<file path="src/rtl/pipeline_hazard_ctrl.sv">
`default_nettype none
// +--------------------------------------------------------------------------+
// | Module  : pipeline_hazard_ctrl                                           |
// | Purpose : Hazard and sequencing controller for a 5-stage RISC-V pipe.    |
// |           Generates stall/flush controls for the F/D, D/E, E/M and M/W   |
// |           registers, ALU operand forwarding selects, a multi-cycle       |
// |           Execute sequencer and a data-memory wait-state watchdog.       |
// | Macro   : HAZARD_FWD_EN - enables E-stage operand forwarding. Without    |
// |           it, forwarding is tied off and any pending RAW interlocks D.   |
// | Ports   : clk, rst (sync, active-high)                                   |
// |           Rs1D/Rs2D, Rs1E/Rs2E, RdE/RdM/RdW, RegWriteE/M/W, ResultSrcE,  |
// |           PCSrcE, McStartE, MemReqM, MemReadyM           (inputs)        |
// |           StallF/D/E/M, FlushD/E/M/W, ForwardAE/BE, McDoneE, MemErr      |
// | Revision: 1.0 - initial release                                          |
// +--------------------------------------------------------------------------+
module pipeline_hazard_ctrl #(
  parameter int MC_LAT      = 4,    // Execute cycles of a multi-cycle op, 2..16
  parameter int MEM_TIMEOUT = 255   // consecutive wait cycles before MemErr
) (
  input  logic       clk,
  input  logic       rst,
  input  logic [4:0] Rs1D,
  input  logic [4:0] Rs2D,
  input  logic [4:0] Rs1E,
  input  logic [4:0] Rs2E,
  input  logic [4:0] RdE,
  input  logic [4:0] RdM,
  input  logic [4:0] RdW,
  input  logic       RegWriteE,
  input  logic       RegWriteM,
  input  logic       RegWriteW,
  input  logic [1:0] ResultSrcE,
  input  logic       PCSrcE,
  input  logic       McStartE,
  input  logic       MemReqM,
  input  logic       MemReadyM,
  output logic       StallF,
  output logic       StallD,
  output logic       StallE,
  output logic       StallM,
  output logic       FlushD,
  output logic       FlushE,
  output logic       FlushM,
  output logic       FlushW,
  output logic [1:0] ForwardAE,
  output logic [1:0] ForwardBE,
  output logic       McDoneE,
  output logic       MemErr
);

  // The first Execute cycle is spent in RUN, and the last one (count==0)
  // signals done, so the counter starts at MC_LAT-2.
  localparam logic [3:0]  c_MC_LOAD   = 4'(MC_LAT - 2);
  localparam logic [15:0] c_WAIT_MAX  = 16'(MEM_TIMEOUT);
  localparam logic [15:0] c_WAIT_LAST = 16'(MEM_TIMEOUT - 1);

  typedef enum logic [0:0] {
    RUN     = 1'b0,
    MC_BUSY = 1'b1
  } mc_state_t;

  mc_state_t   r_mc_state;
  mc_state_t   w_mc_state_nxt;
  logic [3:0]  r_mc_cnt;
  logic [3:0]  w_mc_cnt_nxt;
  logic [15:0] r_wait_cnt;
  logic        r_mem_err;

  logic        w_mem_stall;
  logic        w_data_stall;
  logic [1:0]  w_fwd_a;
  logic [1:0]  w_fwd_b;
  logic        w_unused_inputs;

  assign w_mem_stall = MemReqM & ~MemReadyM;
  assign MemErr      = r_mem_err;

`ifdef HAZARD_FWD_EN
  // M has priority over W: it carries the younger write to that register.
  assign w_fwd_a = (RegWriteM && (RdM != 5'd0) && (RdM == Rs1E)) ? 2'b10 :
                   (RegWriteW && (RdW != 5'd0) && (RdW == Rs1E)) ? 2'b01 : 2'b00;
  assign w_fwd_b = (RegWriteM && (RdM != 5'd0) && (RdM == Rs2E)) ? 2'b10 :
                   (RegWriteW && (RdW != 5'd0) && (RdW == Rs2E)) ? 2'b01 : 2'b00;

  // Only a load in E cannot be forwarded in time for the consumer in D.
  assign w_data_stall = (ResultSrcE == 2'b01) && (RdE != 5'd0) &&
                        ((RdE == Rs1D) || (RdE == Rs2D));

  assign w_unused_inputs = RegWriteE;
`else
  assign w_fwd_a = 2'b00;
  assign w_fwd_b = 2'b00;

  // No bypass network: any in-flight write to a D source must drain first.
  assign w_data_stall =
      (RegWriteE && (RdE != 5'd0) && ((RdE == Rs1D) || (RdE == Rs2D))) ||
      (RegWriteM && (RdM != 5'd0) && ((RdM == Rs1D) || (RdM == Rs2D))) ||
      (RegWriteW && (RdW != 5'd0) && ((RdW == Rs1D) || (RdW == Rs2D)));

  assign w_unused_inputs = ^{Rs1E, Rs2E, ResultSrcE};
`endif

  // State register and counters.
  always_ff @(posedge clk) begin
    if (rst) begin
      r_mc_state <= RUN;
      r_mc_cnt   <= 4'd0;
      r_wait_cnt <= 16'd0;
      r_mem_err  <= 1'b0;
    end else begin
      r_mc_state <= w_mc_state_nxt;
      r_mc_cnt   <= w_mc_cnt_nxt;
      if (w_mem_stall) begin
        if (r_wait_cnt != c_WAIT_MAX) begin
          r_wait_cnt <= r_wait_cnt + 16'd1;
        end
        // This cycle brings the count to the limit; the flag is sticky.
        if (r_wait_cnt >= c_WAIT_LAST) begin
          r_mem_err <= 1'b1;
        end
      end else begin
        r_wait_cnt <= 16'd0;
      end
    end
  end

  // Next-state and control outputs.
  always_comb begin
    StallF         = 1'b0;
    StallD         = 1'b0;
    StallE         = 1'b0;
    StallM         = 1'b0;
    FlushD         = 1'b0;
    FlushE         = 1'b0;
    FlushM         = 1'b0;
    FlushW         = 1'b0;
    ForwardAE      = 2'b00;
    ForwardBE      = 2'b00;
    McDoneE        = 1'b0;
    w_mc_state_nxt = r_mc_state;
    w_mc_cnt_nxt   = r_mc_cnt;

    if (rst) begin
      FlushD = 1'b1;
      FlushE = 1'b1;
      FlushM = 1'b1;
      FlushW = 1'b1;
    end else begin
      ForwardAE = w_fwd_a;
      ForwardBE = w_fwd_b;

      if (w_mem_stall) begin
        // Freeze everything; W gets a bubble since M produces no result.
        StallF = 1'b1;
        StallD = 1'b1;
        StallE = 1'b1;
        StallM = 1'b1;
        FlushW = 1'b1;
      end else if ((r_mc_state == RUN) && McStartE) begin
        StallF         = 1'b1;
        StallD         = 1'b1;
        StallE         = 1'b1;
        FlushM         = 1'b1;
        w_mc_cnt_nxt   = c_MC_LOAD;
        w_mc_state_nxt = MC_BUSY;
      end else if ((r_mc_state == MC_BUSY) && (r_mc_cnt != 4'd0)) begin
        StallF       = 1'b1;
        StallD       = 1'b1;
        StallE       = 1'b1;
        FlushM       = 1'b1;
        w_mc_cnt_nxt = r_mc_cnt - 4'd1;
      end else begin
        if (r_mc_state == MC_BUSY) begin
          McDoneE        = 1'b1;
          w_mc_state_nxt = RUN;
        end
        // On a taken redirect F/D stay stalled but the new PC is still
        // loaded, and the bubble into D/E wins over holding it.
        StallF = w_data_stall;
        StallD = w_data_stall;
        FlushD = PCSrcE;
        FlushE = w_data_stall | PCSrcE;
      end
    end
  end

endmodule
`default_nettype wire

</file>
<file path="config.mk">
export PLATFORM = sky130hd
export DESIGN_NAME = pipeline_hazard_ctrl
export DESIGN_NICKNAME = d
export VERILOG_FILES = /design/src/rtl/pipeline_hazard_ctrl.sv
export SDC_FILE = /design/constraint.sdc
export NUM_CORES = 1
export LEC_CHECK = 0
export ABC_AREA = 1
export ABC_CLOCK_PERIOD_IN_PS = 1700
export CAP_MARGIN = 30
export CORE_MARGIN = 3
export CORE_UTILIZATION = 46
export DETAILED_ROUTE_END_ITERATION = 8
export PLACE_DENSITY = 0.81
export RECOVER_POWER = 25
export SLEW_MARGIN = 20
export SYNTH_ARGS = -nofsm -noshare
export SYNTH_HDL_FRONTEND = slang
export SYNTH_SLANG_ARGS = --single-unit
</file>
<file path="constraint.sdc">
create_clock -name clk -period 1.7 [get_ports clk]
set_input_delay 0.34 -clock clk [delete_from_list [all_inputs] [get_ports clk]]
set_output_delay 0.34 -clock clk [all_outputs]
set_load 0.005 [all_outputs]
</file>
# Word level (Yosys, flattened, before mapping)
# Index checks and enable logic that the tools add are counted.
# word_totals
input_bits	46
output_inout_bits	14
rom_bits	0
elab_cells	72
mem_count	0
regBits	22
latchBits	0
ramBits	0
# classes
eq_ne	8
mux	30
n_reduce_logical	22
mul	0
n_addsub	2
div	0
n_bitwise	5
n_shift	0
magnitude_cmp	1
# op_table
cell	count
$eq A5 B5 Y1	6
$mux W1	28
$add A16 B1 Y16 const B	1
$ge A16 B8 Y1 const B	1
$ne A16 B8 Y1 const B	1
$reduce_bool A5 Y1	3
$logic_and A1 B1 Y1	8
$mux W4	2
$reduce_and A2 Y1	3
$logic_or A1 B1 Y1	5
$reduce_bool A4 Y1	1
$sub A4 B1 Y4 const B	1
$not A1 Y1	3
$ne A2 B2 Y1 const B	1
$reduce_bool A2 Y1	1
$reduce_or A2 Y1	1
$and A1 B1 Y1	1
$or A1 B1 Y1	1

# Longest topological paths before layout
# depth
ltp_word	10
mapped_depth	11
ltp_nobuf	10

# Worst setup path before layout
# Ideal clock, no wire load.
# synth_timing
kind	register to output
from	register r_mc_cnt[0]
to	output StallF
setup_slack_ns	0.122
required_time_ns	1.360
stages_incl_launch_ff	9
t_arrival_ns	1.238
n_path_buf	1
path_cell_list	dfxtp_1 > inv_1 > ha_1 > nand3_1 > nand2_1 > nand2_1 > o21ai_0 > nand2_1 > buf_4
# synth_via
elab_chain_cells	6
# synth_rtl
item	line_no	source
start: declaration	64	logic [3:0] r_mc_cnt;
start signal: assignment	112	r_mc_cnt <= w_mc_cnt_nxt;
$reduce_bool A4 Y1	166	end else if ((r_mc_state == MC_BUSY) && (r_mc_cnt != 4'd0)) begin
$logic_and A1 B1 Y1	166	
$mux W1 (4 in series)	--	
end: declaration	37	output logic StallF,
# No other way between the ends.

# Final worst setup path
# layout_timing
from	register r_mc_cnt[0]
to	output StallD
# layout_via
elab_chain_cells	6
# layout_rtl
item	line_no	source
$reduce_bool A4 Y1	166	
$logic_and A1 B1 Y1	166	
$mux W1	166	
$mux W1	159	end else if ((r_mc_state == RUN) && McStartE) begin
$mux W1	152	if (w_mem_stall) begin
$mux W1	143	if (rst) begin
end: declaration	38	output logic StallD,
# No other way between the ends.

==> flow_summary_export.csv <==
group,metric,value,unit
synth,ys_top_cells_by_area,"dfxtp_1, nand2_1, inv_1",
detailed_routing,drt.antenna.violating_nets,0,
critical_path,crit_arrival,1.46,ns
detailed_routing,wl_per_cell,12.6,um
floorplanning,coreArea,3520,sq um
synth,syn_avg_cell_area,5.75,sq um
layout,nets,441,
grt,grt_pass1_vias,2026,
synth,synth_top_cells_by_count,"nand2_1, inv_1, nor2_1",
synth,synth-edff-count,0,
critical_path,crit_top_cell,"nand2_2",
clocking,cts_max_level,1,
detailed_routing,drc,0,
critical_path,startpoint_type,"flop",
layout,final_cell_count_no_fill,436,
synth,yosys.area.top_type,"dfxtp_1",
synth,ys_async_sr_fraction,0,%
critical_path,path_cells,"inv_2 > ha_4 > nand3_4 > nand2_2 > nand2_4 > o21ai_2 > buf_4 > nand2_2 > buf_2",
clocking,cts_root_buf,"clkbuf_8",
sta,fin_skew,0.00662,ns
detailed_routing,drt_pre_antenna_iters,4,
synth,ys_ff_latch,22,
place,dp.cells,422,
synth,ys_seq_area_share,24.8,%
grt,antenna_found_initial,0,
power_and_ir_drop,p_sw,489,uW
synth,syn_area,1780,sq um
sta,fmax,554,MHz
run_status,status,"finished with violations",
place,gp_congestion,0.936,
place,port_buffers,43,
grt,grt_overflow,0,
floorplanning,dieHeight,68.2,um
grt,gr-usage-all-layers,24.3,%
grt,grt_max_degree,14,
layout,fillers,271,
place,pre_cts_ws,-0.822,ns
floorplanning,die_w,68.2,um
critical_path,crit_fanout,3,
sta,worst_hold_slack,0.469,ns
place,hpwl,3840,um
layout,layout-drive-gt1-share,27.9,%
power_and_ir_drop,total_power,1620,uW
synth,syn_inst,309,
sta,tns,-0.413,ns
detailed_routing,first_iter_violations,185,
layout,antenna_cells,0,
critical_path,path_buf_inv,3,
power_and_ir_drop,intPower,1130,uW
power_and_ir_drop,power.share.clock,31.2,%
run,drv_cap,0,
critical_path,critical_path_class,"flop to output pin",
sta,finalSetupViolCount,5,
power_and_ir_drop,swShare,30.2,%
detailed_routing,avgViaCountPerCell,5.06,
floorplanning,start_util,50.5,%
power_and_ir_drop,p_seq_share,33.6,%
power_and_ir_drop,ir_drop,0.000416,V
synth,netlist-cell-type-count,27,
sta,final_min_period_over_clock_period,106,%
grt,grt_pass1_wl,8550,um
critical_path,cp_top_family,"flip-flops",
sta,min_period,1.80,ns
sta,drv_slew,0,
power_and_ir_drop,comb_power_share,35.2,%
sta,rsz0062_at_grt,"yes",
run_status,violations,"negative setup slack",
floorplanning,io_pins,60,
clocking,cts_tree,"yes",
sta,finalWorstSetupSlack,-0.104,ns
detailed_routing,wirelength,5510,um
floorplanning,num_rows,21,
detailed_routing,via_count,2206,
critical_path,required,1.36,ns
power_and_ir_drop,p_leak,0.00136,uW
floorplanning,die-area,4640,sq um
synth,ys.flop_type,"dfxtp_1",
critical_path,critPathSlowestCell,"dfxtp_2",
clocking,numCtsBuffers,3,
clocking,cts_buffer_depth,2,
clocking,clk_latency,0.27,ns
synth,yosysMostFrequentCell,"nand2_1",
critical_path,critPathCaptureType,"output pin",
synth,synth_top_area_share,24.8,%
clocking,path_clk_slew,0.09,ns
clocking,clock_sinks,22,
sta,hold_viol,0,
layout,synthToLayoutAreaGrowth,49.1,%
critical_path,critPathMaxStageDelay,0.33,ns
power_and_ir_drop,p_per_area,611,nW/um^2
synth,yosys_warnings,0,
worst_hold_path,hold_path.class,"flop to flop",
## layout make-up
| cell class | instances | area [sq um] | share of cell area, % |
|---|---|---|---|
| clock inverters | 1 | 30.0 | 1.13 |
| clock buffers | 3 | 41.3 | 1.56 |
| multi-input cells | 228 | 1230 | 46.6 |
| well taps | 46 | 57.6 | 2.17 |
| repair buffers | 80 | 632 | 23.9 |
| flip-flops and latches | 22 | 443 | 16.7 |
| inverters | 56 | 210 | 7.94 |
## per-stage QoR
step	util (%)	instance area (sq um)
after floorplan	-	1790
after global placement	69.1	2430
after detailed placement	69.1	2430
after CTS	75.0	2640
after global routing	75.2	2650
final	75.2	2650
## cells by family (layout without fill, tap and decap cells)
logic type,count (synthesis),after routing,synth area share [%]
compound gates,31,31,9.23
other cells,1,4,0.211
flops,22,22,24.8
xor+xnor,12,12,5.92
fa+ha+maj,4,4,2.82
buf+inv,62,140,14.4
simple gates,177,177,42.7
## sequential cells by signal, summed over array words and instances (netlist names)
register    count
r_mc_cnt        4
r_mc_state      1
MemErr          1
r_wait_cnt     16
## power by group through the flow
stage          combinational [uW]  clock (uW)  sequential (uW)
3_3_place_gp                  440           0              550
3_5_place_dp                  448           0              550
5_1_grt                       618         525              544
4_1_cts                       524         504              540
6_report                      570         506              543
2_1_floorplan                 203           0              550
## worst reg2reg max path: stages, from the launching register on
cell	delay [ns]
dfxtp_2	0.34
inv_2	0.05
buf_4	0.12
buf_4	0.13
buf_4	0.13
buf_4	0.12
buf_4	0.15
ha_4	0.26
nand2_2	0.04
o21ai_1	0.13
a21oi_1	0.06
## cell usage in the layout, fill, tap and decap left out, types with 2 or more instances in the layout
master / n
nand2_2: 9
dlygate4sd2_1: 6
inv_1: 43
o21ai_1: 4
nand4_1: 8
ha_4: 2
clkbuf_8: 3
nor3_4: 2
nand2_1: 92
nor2_2: 7
buf_2: 4
xor2_1: 5
nand3_2: 2
clkbuf_2: 12
o21ai_2: 2
clkdlybuf4s15_1: 11
ha_1: 2
inv_2: 13
a21oi_1: 11
nand3_1: 16
clkdlybuf4s50_1: 7
nor3_1: 2
a31oi_1: 3
xnor2_1: 4
buf_6: 4
buf_4: 35
nor2_1: 30
dfxtp_1: 20
nor2_4: 3
conb_1: 4
o21ai_0: 8
dfxtp_2: 2
xnor2_2: 3
## final timing paths
kind	slack [ns]	cells after the start	to	startpoint
max	-0.10	9	StallD	r_mc_cnt[0]
min	0.47	2	MemErr	MemErr
max reg2reg	0.07	10	r_mc_cnt[1]	r_mc_cnt[0]
min reg2reg	0.47	2	MemErr	MemErr
## timing repair
| action | in CTS | in global routing |
|---|---|---|
| pin swaps | 18 | 16 |
| gates resized for setup | 100 | 48 |
| buffers inserted | 13 | 0 |
| hold buffers | 0 | 0 |
| setup endpoints to repair | 9 | 10 |
## metal layers
layer,vias up,routed length (um),part of all wire [%],global-route usage (%)
met5,-,0,0,0
met4,0,161,2.9,9.68
met3,18,347,6.3,4.11
met2,89,2720,49,42.7
met1,984,2280,41,29.0
li1,1115,-,-,-
Note: power is estimated with default switching activity, not from simulation.
